## src/rtl/axis_pkg.sv

```systemverilog
// Shared definitions for the AXI-Stream packet arbiter slice.
//   DATA_WD / DATA_BYTE_WD : default stream data and keep widths
//   state_t                : arbiter FSM state encoding (IDLE, XFER)
//   slice_lo()             : low bit of slice idx in a flattened bus
package axis_pkg;

  localparam int DATA_WD      = 32;
  localparam int DATA_BYTE_WD = DATA_WD / 8;

  typedef enum logic {
    IDLE = 1'b0,
    XFER = 1'b1
  } state_t;

  function automatic int slice_lo(input int idx, input int wd);
    return idx * wd;
  endfunction

endpackage

```

## src/rtl/rr_pick.sv

```systemverilog
// Combinational round-robin picker.
//   req        : request vector, bit i = requester i
//   last_grant : index granted most recently
//   winner     : first requester found scanning upward from last_grant+1 with wrap
//   any_req    : at least one request bit is set
module rr_pick #(
  parameter int NUM_SRC = 2,
  parameter int SRC_WD  = $clog2(NUM_SRC)
) (
  input  logic [NUM_SRC-1:0] req,
  input  logic [SRC_WD-1:0]  last_grant,
  output logic [SRC_WD-1:0]  winner,
  output logic               any_req
);

  logic found;

  // Two passes: first the indices above last_grant, then the wrapped-around
  // ones up to and including last_grant. First hit wins.
  always_comb begin
    winner = '0;
    found  = 1'b0;
    for (int j = 0; j < NUM_SRC; j++) begin
      if (!found && req[j] && (j > int'(last_grant))) begin
        winner = SRC_WD'(j);
        found  = 1'b1;
      end
    end
    for (int j = 0; j < NUM_SRC; j++) begin
      if (!found && req[j] && (j <= int'(last_grant))) begin
        winner = SRC_WD'(j);
        found  = 1'b1;
      end
    end
  end

  assign any_req = |req;

endmodule

```

## src/rtl/axis_pkt_arbiter.sv

```systemverilog
// Packet-level round-robin arbiter: NUM_SRC AXI-Stream sources share one
// AXI-Stream output. A grant is held from the first beat until the last-beat
// handshake, so packets never interleave.
//   clk, rst           : clock, synchronous active-high reset
//   valid_s/data_s/keep_s/last_s/ready_s : flattened source streams
//   valid_m/data_m/keep_m/last_m/ready_m : output stream
//   grant_idx          : source owning the output
//   busy               : a grant is held (FSM in XFER)
//   err_oversize       : sticky, a packet exceeded MAX_BEATS handshakes
//
// Handshake: a beat moves when valid and ready are both high on a rising
// edge; valid never waits on ready, and ready_s is only ever raised towards
// the granted source, mirroring ready_m combinationally.
module axis_pkt_arbiter #(
  parameter int DATA_WD      = axis_pkg::DATA_WD,
  parameter int DATA_BYTE_WD = DATA_WD / 8,
  parameter int NUM_SRC      = 2,
  parameter int SRC_WD       = $clog2(NUM_SRC),
  parameter int MAX_BEATS    = 256
) (
  input  logic                            clk,
  input  logic                            rst,
  input  logic [NUM_SRC-1:0]              valid_s,
  input  logic [NUM_SRC*DATA_WD-1:0]      data_s,
  input  logic [NUM_SRC*DATA_BYTE_WD-1:0] keep_s,
  input  logic [NUM_SRC-1:0]              last_s,
  output logic [NUM_SRC-1:0]              ready_s,
  output logic                            valid_m,
  output logic [DATA_WD-1:0]              data_m,
  output logic [DATA_BYTE_WD-1:0]         keep_m,
  output logic                            last_m,
  input  logic                            ready_m,
  output logic [SRC_WD-1:0]               grant_idx,
  output logic                            busy,
  output logic                            err_oversize
);

  import axis_pkg::*;

  // Counter must hold MAX_BEATS+1 (saturation value).
  localparam int CNT_WD = $clog2(MAX_BEATS + 2);
  localparam logic [CNT_WD-1:0] CNT_SAT = CNT_WD'(MAX_BEATS + 1);
  localparam logic [CNT_WD-1:0] CNT_MAX = CNT_WD'(MAX_BEATS);

  state_t              state, state_d;
  logic [SRC_WD-1:0]   grant_q, grant_d;
  logic [SRC_WD-1:0]   last_grant_q, last_grant_d;
  logic [SRC_WD-1:0]   pick_idx;
  logic                any_req;
  logic [CNT_WD-1:0]   cnt_q, cnt_d;
  logic                err_q, err_d;
  logic                hs;

  rr_pick #(
    .NUM_SRC (NUM_SRC),
    .SRC_WD  (SRC_WD)
  ) u_rr_pick (
    .req        (valid_s),
    .last_grant (last_grant_q),
    .winner     (pick_idx),
    .any_req    (any_req)
  );

  always_ff @(posedge clk) begin
    if (rst) begin
      state        <= IDLE;
      grant_q      <= '0;
      last_grant_q <= SRC_WD'(NUM_SRC - 1);
      cnt_q        <= '0;
      err_q        <= 1'b0;
    end else begin
      state        <= state_d;
      grant_q      <= grant_d;
      last_grant_q <= last_grant_d;
      cnt_q        <= cnt_d;
      err_q        <= err_d;
    end
  end

  // Output mux: straight combinational path from the granted source.
  always_comb begin
    valid_m = 1'b0;
    data_m  = '0;
    keep_m  = '0;
    last_m  = 1'b0;
    ready_s = '0;
    if (state == XFER) begin
      for (int i = 0; i < NUM_SRC; i++) begin
        if (grant_q == SRC_WD'(i)) begin
          valid_m    = valid_s[i];
          data_m     = data_s[slice_lo(i, DATA_WD) +: DATA_WD];
          keep_m     = keep_s[slice_lo(i, DATA_BYTE_WD) +: DATA_BYTE_WD];
          last_m     = last_s[i];
          ready_s[i] = ready_m;
        end
      end
    end
  end

  assign hs = valid_m & ready_m;

  always_comb begin
    state_d      = state;
    grant_d      = grant_q;
    last_grant_d = last_grant_q;
    cnt_d        = cnt_q;
    err_d        = err_q;
    case (state)
      IDLE: begin
        if (any_req) begin
          grant_d = pick_idx;
          state_d = XFER;
        end
      end
      XFER: begin
        if (hs) begin
          if (cnt_q != CNT_SAT) cnt_d = cnt_q + CNT_WD'(1);
          // cnt_q counts completed beats; this handshake is beat cnt_q+1.
          if (cnt_q >= CNT_MAX) err_d = 1'b1;
          if (last_m) begin
            last_grant_d = grant_q;
            cnt_d        = '0;
            state_d      = IDLE;
          end
        end
      end
      default: state_d = IDLE;
    endcase
  end

  assign grant_idx    = grant_q;
  assign busy         = (state == XFER);
  assign err_oversize = err_q;

endmodule

```

## config.mk

```make
export PLATFORM = sky130hd
export DESIGN_NAME = axis_pkt_arbiter
export DESIGN_NICKNAME = d
export VERILOG_FILES = /design/src/rtl/axis_pkg.sv /design/src/rtl/rr_pick.sv /design/src/rtl/axis_pkt_arbiter.sv
export SDC_FILE = /design/constraint.sdc
export NUM_CORES = 1
export LEC_CHECK = 0
export BUFFER_PORTS_ARGS = -buffer_cell sky130_fd_sc_hd__buf_2
export CAP_MARGIN = 20
export CORE_ASPECT_RATIO = 0.9
export CORE_MARGIN = 2
export CORE_UTILIZATION = 41
export DETAILED_ROUTE_END_ITERATION = 10
export PLACE_DENSITY = 0.83
export SYNTH_ARGS = -nofsm -noshare
export SYNTH_HDL_FRONTEND = slang
export SYNTH_SLANG_ARGS = --single-unit
export TNS_END_PERCENT = 50
```

## constraint.sdc

```tcl
create_clock -name clk -period 5.4 [get_ports clk]
set_input_delay 1.08 -clock clk [delete_from_list [all_inputs] [get_ports clk]]
set_output_delay 1.08 -clock clk [all_outputs]
set_load 0.02 [all_outputs]
```

==> metrics, run 1 <==
run status=complete, no violations; register area share after synthesis=0.189; DR vias/cell=5.15; first-pass GRT wire length=just over 7 mm; fin crit period=3.11 ns; Tcrit/Tclk final=0.576; critical path class=flop to output pin; total gr overflow=0; CP endpoint kind=output pin; DIE AREA=~3800 um2; final clock skew=between 0.0003 and 0.0004 ns; Die Wd=between 60 and 70 um; YS warnings=0; Synth cell types=34; DP Wirelength=~3.8 mm; fmax=around 0.32 GHz; Synth top area share=0.269; Ant. Diodes=0; routability cong.=~0.87; Max Root-Sink Buffers=2; FILL cells=roughly 300; setup TNS=0 ns; Hold Fails Final Rpt=0; Rows=19; ys async rst share=0; remaining routing DRC violations=0; commonest cells after routing, fill and taps aside=buf_2 (121), mux2i_1 (37), nor2b_1 (37); worst-path fanout max=36; Hold-fix buffers, CTS=0; CTS resizes=0; Leak Pwr=around 0.98 nW; CTS Buf Count=3; Pins Over Slew Limit=0; Initial DRC Count=54; WHS Path Cells=2; clock net sink count=13; worst hold path class=flop to flop; final net count=361; layout cells sized above 1=0.480; ranking of synthesized cells by area=mux2i_1 (27%), dfxtp_1 (19%), nor2b_1 (17%), clkbuf_1 (2.7%), o31ai_1 (2.7%); Critical Path AT=slightly above 2 ns; die height=just under 60 um; drt total wl=about 4.8 mm; Startpoint Class=flop; CTS HTree Levels=1; Reg clk slew, reported paths=0.06 ns; max-cap viol count=0; Post-Syn Nets=around 250; hold endpoint=err_oversize; Yosys reg bits=13; Syn Area/Cell=8.39 um2; Post-synth EDFFs=0; Root Driver=clkbuf_8; PortBufs=121; Layout area overhead=48.0%; largest net degree at the start of global routing=41; R2R Setup Slk=between 2 and 3 ns; cell taking the most area after synthesis=mux2i_1; antenna violations before repair=0; CP required=around 4.3 ns; Slew @ Worst Pin=between 1 and 1.5 ns; clock insertion delay at the later pin of the skew report=approximately 0.25 ns; DR vias=1653; worst reg2reg path depth=4; core area=3140 um2; commonest non-fill, non-tap cell in the layout=buf_2; antenna viol nets, final=0; Max-slew headroom=0.324; Setup Fix Bufs, Post-CTS=0; RSZ-0062 raised after global routing=false; vias in the first global route=around 1500; Pwr Density=165 nW/um2; RR Endpoint=cnt_q[3]; Reg2Reg Launch Point=grant_idx; peak supply drop=~120 uV; CTS tree=yes; WL/cell=15.0 um; hold path start=err_oversize; Post-Synthesis Cell Area=1380 um2; Ports=122; Setup WS pre-CTS=about 2.5 ns; Starting Density=0.439; Primary FF master, synth=dfxtp_1; gr usage total=0.233; post-route setup slack=2.29 ns; total power=336 uW; drt first pass iters=4; final setup violating endpoints=0; Syn Inst Count=between 150 and 200
state kept, by name, indices dropped and copies added (netlist names):
signal	cells
cnt_q	9
busy	1
err_oversize	1
grant_idx	1
last_grant_q	1
how the worst max path moves through the flow:
| stage | startpoint | endpoint | slack (ns) | cells after the start |
|---|---|---|---|---|
| global placement | last_s[0] | last_m | 2.47 | 4 |
| global route | grant_idx | data_m[0] | 2.23 | 4 |
| finish | grant_idx | valid_m | 2.29 | 3 |
| CTS | grant_idx | valid_m | 2.30 | 3 |
| detailed placement | last_s[0] | last_m | 2.47 | 4 |
| floorplan | last_s[0] | last_m | 2.65 | 3 |
power by group:
group          internal [mW]  total [mW]  switching, mW
clock                 0.0511      0.0890         0.0379
sequential            0.0979       0.108         0.0101
combinational         0.0661       0.139         0.0734
synth_stat cells (2+ instances only):
cell	n
o31ai_1	5
and3_1	3
nand2_1	6
o221a_1	2
nand3_1	5
mux2i_1	37
nor3_1	3
inv_1	4
o311ai_1	4
or4_1	4
a21oi_1	7
nor2_1	2
nor2b_1	37
ha_1	2
dfxtp_1	13
clkbuf_1	10
buf_6	2
o21ai_0	2
logic make-up (layout without fill, tap and decap cells):
| group | Yosys count | count (layout) | share of synthesized area |
|---|---|---|---|
| simple gates | 67 | 67 | 0.295 |
| compound gates | 27 | 27 | 0.155 |
| buf+inv | 16 | 131 | 0.0545 |
| fa+ha+maj | 2 | 2 | 0.0182 |
| mux | 39 | 39 | 0.288 |
| flops | 13 | 13 | 0.189 |
area by class of cell:
cell class / count / area [um2] / area share
Clock buffer: 3 / 41.3 / 0.0203
Clock inverter: 1 / 5.00 / 0.00246
Inverter: 4 / 15.0 / 0.00737
Multi-Input combinational cell: 135 / 1040 / 0.511
Sequential cell: 13 / 262 / 0.128
Tap cell: 42 / 52.6 / 0.0258
Timing Repair Buffer: 123 / 621 / 0.305
metal layers:
metal  track usage  up-vias  share of wire
met5             0        -              0
met2         0.443       70           0.53
li1              -      834              -
met3        0.0497        8          0.076
met4        0.0536        0          0.013
met1         0.268      741           0.38
critical path: stages (launching register included):
cell and delay [ns]:
dfxtp_2 1.00, mux2_2 0.46, and2_1 0.16, buf_2 0.15
stage by stage:
step / hold slack, ns / std cells / util / cell area, um2
floorplan: 0.445 / 164 / - / 1380
global placement: 0.461 / 317 / 0.634 / 1990
detailed placement: 0.456 / 317 / 0.634 / 1990
CTS: 0.484 / 321 / 0.649 / 2040
global route: 0.506 / 321 / 0.649 / 2040
finish: 0.482 / 321 / 0.649 / 2040
(Power assumes the default switching activity.)
==> run 2: changes to the inputs <==
CORE_UTILIZATION = 34   (was 41)
PLACE_DENSITY = 0.74   (was 0.83)
clock period = 2.85 ns   (was 5.4 ns; I/O delays follow)
==> run 2 against run 1 <==
Net effect:
- combinational power is 94% higher
- sequential power grew 79%
- total power increased by 88%
- final area increased by 0.55%
- clock skew increased by 0.0012 ns
==> metrics, run 2 (synthesized netlist as in run 1, its figures left out) <==
core area=3810 um2 (+21%); critical path class=flop to output pin; DIE AREA=4570 um2 (+19%); final clock skew=0.00149 ns (+0.00118 ns); CTS resizes=0 (unchanged); Pwr Density=309 nW/um2 (+87%); Pins Over Slew Limit=0 (unchanged); max reg flops=9 (unchanged); Tcrit/Tclk final=0.790; worst hold path class=flop to flop; fmax=~0.44 GHz; layout cells sized above 1=0.479 (-0.00172); Largest Register=cnt_q; CP required=2.28 ns (-2.04 ns); drt first pass iters=4 (unchanged); Slew @ Worst Pin=0.627 ns (-0.387 ns); Startpoint Class=flop; commonest cells after routing, fill and taps aside=buf_2 (121), mux2i_1 (37), nor2b_1 (37); remaining routing DRC violations=0 (unchanged); first-pass GRT wire length=6.43 mm (-8.6%); final cell count without fillers=326 (+1.6%); gr usage total=0.168 (-0.0645); Placed Instances=322 (+1.6%); CTS HTree Levels=1 (unchanged); clock insertion delay at the later pin of the skew report=0.25 ns (about the same); WL/cell=12.3 um (-19%); PortBufs=121 (unchanged); post-route setup slack=0.597 ns (-1.69 ns); final setup violating endpoints=0 (unchanged); DR vias/cell=5.13 (-0.34%); DR vias=1673 (+1.2%); Initial DRC Count=45 (-17%); peak supply drop=241 uV (+110%); Max Root-Sink Buffers=2 (unchanged); CTS Buf Count=3 (unchanged); total gr overflow=0 (unchanged); Die Wd=71.1 um (+9.2%); placed instance area=2000 um2 (+0.63%); Ant. Diodes=0 (unchanged); CTS tree=yes; fin crit period=approximately 2.3 ns; Non-Filler Cell Area, Final=2050 um2 (+0.55%); Max-slew headroom=0.582 (+0.258); Setup WS pre-CTS=0.754 ns (-1.71 ns); Root Driver=clkbuf_8; Ports=122 (unchanged); final net count=362 (+0.28%); antenna viol nets, final=0 (unchanged); antenna violations before repair=0 (unchanged); die height=64.4 um (+9.1%); DP Wirelength=3.16 mm (-16%); Hold-fix buffers, CTS=0 (unchanged); Layout area overhead=48.8%; Reg clk slew, reported paths=0.06 ns (about the same); FILL cells=366 (+20%); Setup Fix Bufs, Post-CTS=0 (unchanged); run status=complete, no violations; Hold Fails Final Rpt=0 (unchanged); worst-path fanout max=36 (unchanged); total power=633 uW (+88%); Starting Density=0.361 (-0.0773); Rows=21 (+2); drt total wl=4.00 mm (-17%); Critical Path AT=1.68 ns (-0.35 ns); max-cap viol count=0 (unchanged); largest net degree at the start of global routing=41 (unchanged); setup TNS=0 ns (unchanged); commonest non-fill, non-tap cell in the layout=buf_2; CP endpoint kind=output pin; routability cong.=0.849 (-2.2%); vias in the first global route=1492 (-1.0%); RSZ-0062 raised after global routing=false; clock net sink count=13 (unchanged); Leak Pwr=0.984 nW (+0.16%)
==> run 2: cell types whose count changed in the layout (fill, tap and decap cells not counted) <==
cell and delta:
buf_4 +1, clkbuf_1 +1, clkinv_2 -1
==> run 2: area by class of cell <==
type / instances / area, um2 / share of cell area
multi-input combinational: 135 / 1040 / 0.508
inverter: 4 / 15.0 / 0.00733
tap: 46 / 57.6 / 0.0281
clock buffer: 4 / 45.0 / 0.0220
timing repair buffer: 124 / 628 / 0.307
sequential: 13 / 262 / 0.128
==> run 2: worst max-delay path, stage by stage (launching register included) <==
cell	delay [ns]
dfxtp_2	0.43
buf_4	0.52
mux2i_1	0.25
nor2b_1	0.07
buf_2	0.15
==> run 2: report_power, final <==
part	leakage (nW)	switching [mW]	internal [mW]
combinational	0.856	0.144	0.125
sequential	0.106	0.00801	0.185
clock	0.0228	0.0707	0.0990
==> run 2: path summary, 6_finish.rpt <==
| check | from | endpoint | slack (ns) | cells past startpoint |
|---|---|---|---|---|
| worst max-delay path | grant_idx | data_m[12] | 0.60 | 4 |
| worst min-delay path | last_grant_q | last_grant_q | 0.49 | 2 |
| worst max register to register | cnt_q[4] | cnt_q[3] | 0.86 | 4 |
| worst min register to register | last_grant_q | last_grant_q | 0.49 | 2 |
==> run 2: stage by stage <==
stage	hold slack [ns]	utilization
final	0.489	0.538
after global routing	0.516	0.538
after CTS	0.485	0.538
after detailed placement	0.471	0.526
after global placement	0.453	0.526
after floorplan	0.445	-
==> run 2: layer usage <==
metal	track usage	routed length [um]
met3	0.0536	435
met1	0.199	1590
met5	0	0
met2	0.298	1930
met4	0.0354	35
==> run 3: changes to the inputs <==
CORE_UTILIZATION = 38   (was 34)
PLACE_DENSITY = 0.78   (was 0.74)
clock period = 2.1 ns   (was 2.85 ns; I/O delays follow)
==> run 3 against run 2 <==
Net effect:
- register-to-register slack lost 0.65 ns
- final area grew 1.3%
- critical endpoint is now data_m[28]
- clock skew grew 0.0019 ns
- die area shrank 9.9%
==> metrics, run 3 (synthesized netlist as in run 1, its figures left out) <==
Reg clk slew, reported paths=0.05 ns (about the same); run status=complete, no violations; DR vias/cell=5.07 (-1.1%); final net count=366 (+1.1%); PortBufs=121 (unchanged); final clock skew=0.00337 ns (+0.00188 ns); DP Wirelength=3.24 mm (+2.4%); worst hold path class=primary input to flop; Ant. Diodes=0 (unchanged); CP endpoint kind=output pin; Layout area overhead=50.8%; CTS tree=yes; Critical Path AT=1.56 ns (-0.12 ns); clock insertion delay at the later pin of the skew report=0.24 ns (about the same); first-pass GRT wire length=5.58 mm (-13%); drt first pass iters=4 (unchanged); worst-path fanout max=32 (-11%); gr usage total=0.175 (+0.00658); Ports=122 (unchanged); setup TNS=0 ns (unchanged); fin crit period=1.98 ns; die height=61.1 um (-5.1%); Hold-fix buffers, CTS=0 (unchanged); Root Driver=clkbuf_8; critical path class=flop to output pin; post-layout util=0.605 (+0.0679); antenna violations before repair=0 (unchanged); Pwr Density=415 nW/um2 (+34%); length of routed met3 wiring=419 um (-3.7%); DIE AREA=4120 um2 (-9.9%); Tcrit/Tclk final=0.944; clock net sink count=13 (unchanged); DR WL met2=1.89 mm (-2.0%); Pins Over Slew Limit=0 (unchanged); highest metal used=met4; Largest Register=cnt_q; commonest non-fill, non-tap cell in the layout=buf_2; CTS resizes=0 (unchanged); final setup violating endpoints=0 (unchanged); Hold Fails Final Rpt=0 (unchanged); Die Wd=67.4 um (-5.1%); commonest cells after routing, fill and taps aside=buf_2 (121), mux2i_1 (37), nor2b_1 (37); vias in the first global route=1354 (-9.2%); drt total wl=4.04 mm (+1.0%); routability cong.=0.885 (+4.2%); max-cap viol count=0 (unchanged); largest net degree at the start of global routing=35 (-15%); core area=3430 um2 (-10%); RSZ-0062 raised after global routing=false; total gr overflow=0 (unchanged); Setup WS pre-CTS=0.212 ns (-0.542 ns); DR vias=1664 (-0.54%); max reg flops=9 (unchanged); remaining routing DRC violations=0 (unchanged); CTS HTree Levels=1 (unchanged); fmax=between 0.5 and 0.6 GHz; CP required=1.68 ns (-0.60 ns); Setup Fix Bufs, Post-CTS=0 (unchanged); post-route setup slack=0.118 ns (-0.479 ns); Initial DRC Count=33 (-27%); DRT met1 WL=1.68 mm (+5.7%); Leak Pwr=1.00 nW (+2.0%); WL/cell=12.3 um (+0.41%); antenna viol nets, final=0 (unchanged); Startpoint Class=flop; CTS Buf Count=3 (unchanged); Max-slew headroom=0.677 (+0.0950); Max Root-Sink Buffers=2 (unchanged); layout cells sized above 1=0.486 (+0.00734); Slew @ Worst Pin=0.484 ns (-0.143 ns); Rows=20 (-4.8%); Starting Density=0.401 (+0.0402); peak supply drop=403 uV (+67%)
==> run 3: routing by layer <==
layer,track usage,up-vias
li1,-,846
met1,0.218,726
met2,0.300,88
met3,0.0457,4
met4,0.0525,0
met5,0,-
==> run 3: final cells by class <==
cell class,count,area (um2)
inverter,4,15.0
fill,319,1350
multi-input combinational,135,1040
tap,44,55.1
sequential,13,262
timing repair buffer,128,658
clock buffer,4,45.0
==> run 3: critical path: stages, from the launching register on <==
cell	delay (ns)
dfxtp_2	0.38
buf_4	0.45
mux2i_1	0.26
nor2b_1	0.06
buf_2	0.16
==> run 3: through the flow <==
stage               hold slack (ns)  total power [mW]  instances  area, um2
CTS                           0.427             0.867        328       2080
global placement              0.446             0.634        324       2030
floorplan                     0.445             0.492        164       1380
detailed placement            0.452             0.642        324       2030
finish                        0.439             0.861        328       2080
global route                  0.433             0.909        328       2080
==> run 3: power by group <==
group          internal, mW  switching, mW
Sequential            0.252        0.00752
Clock                 0.134         0.0926
Combinational         0.174          0.201
==> run 3: path summary, 6_finish.rpt <==
kind                start  slack (ns)  depth (start not counted)           end
min reg2reg  err_oversize        0.47                          2  err_oversize
max             grant_idx        0.12                          4    data_m[28]
min                   rst        0.44                          2     grant_idx
max reg2reg      cnt_q[4]        0.21                          5      cnt_q[5]
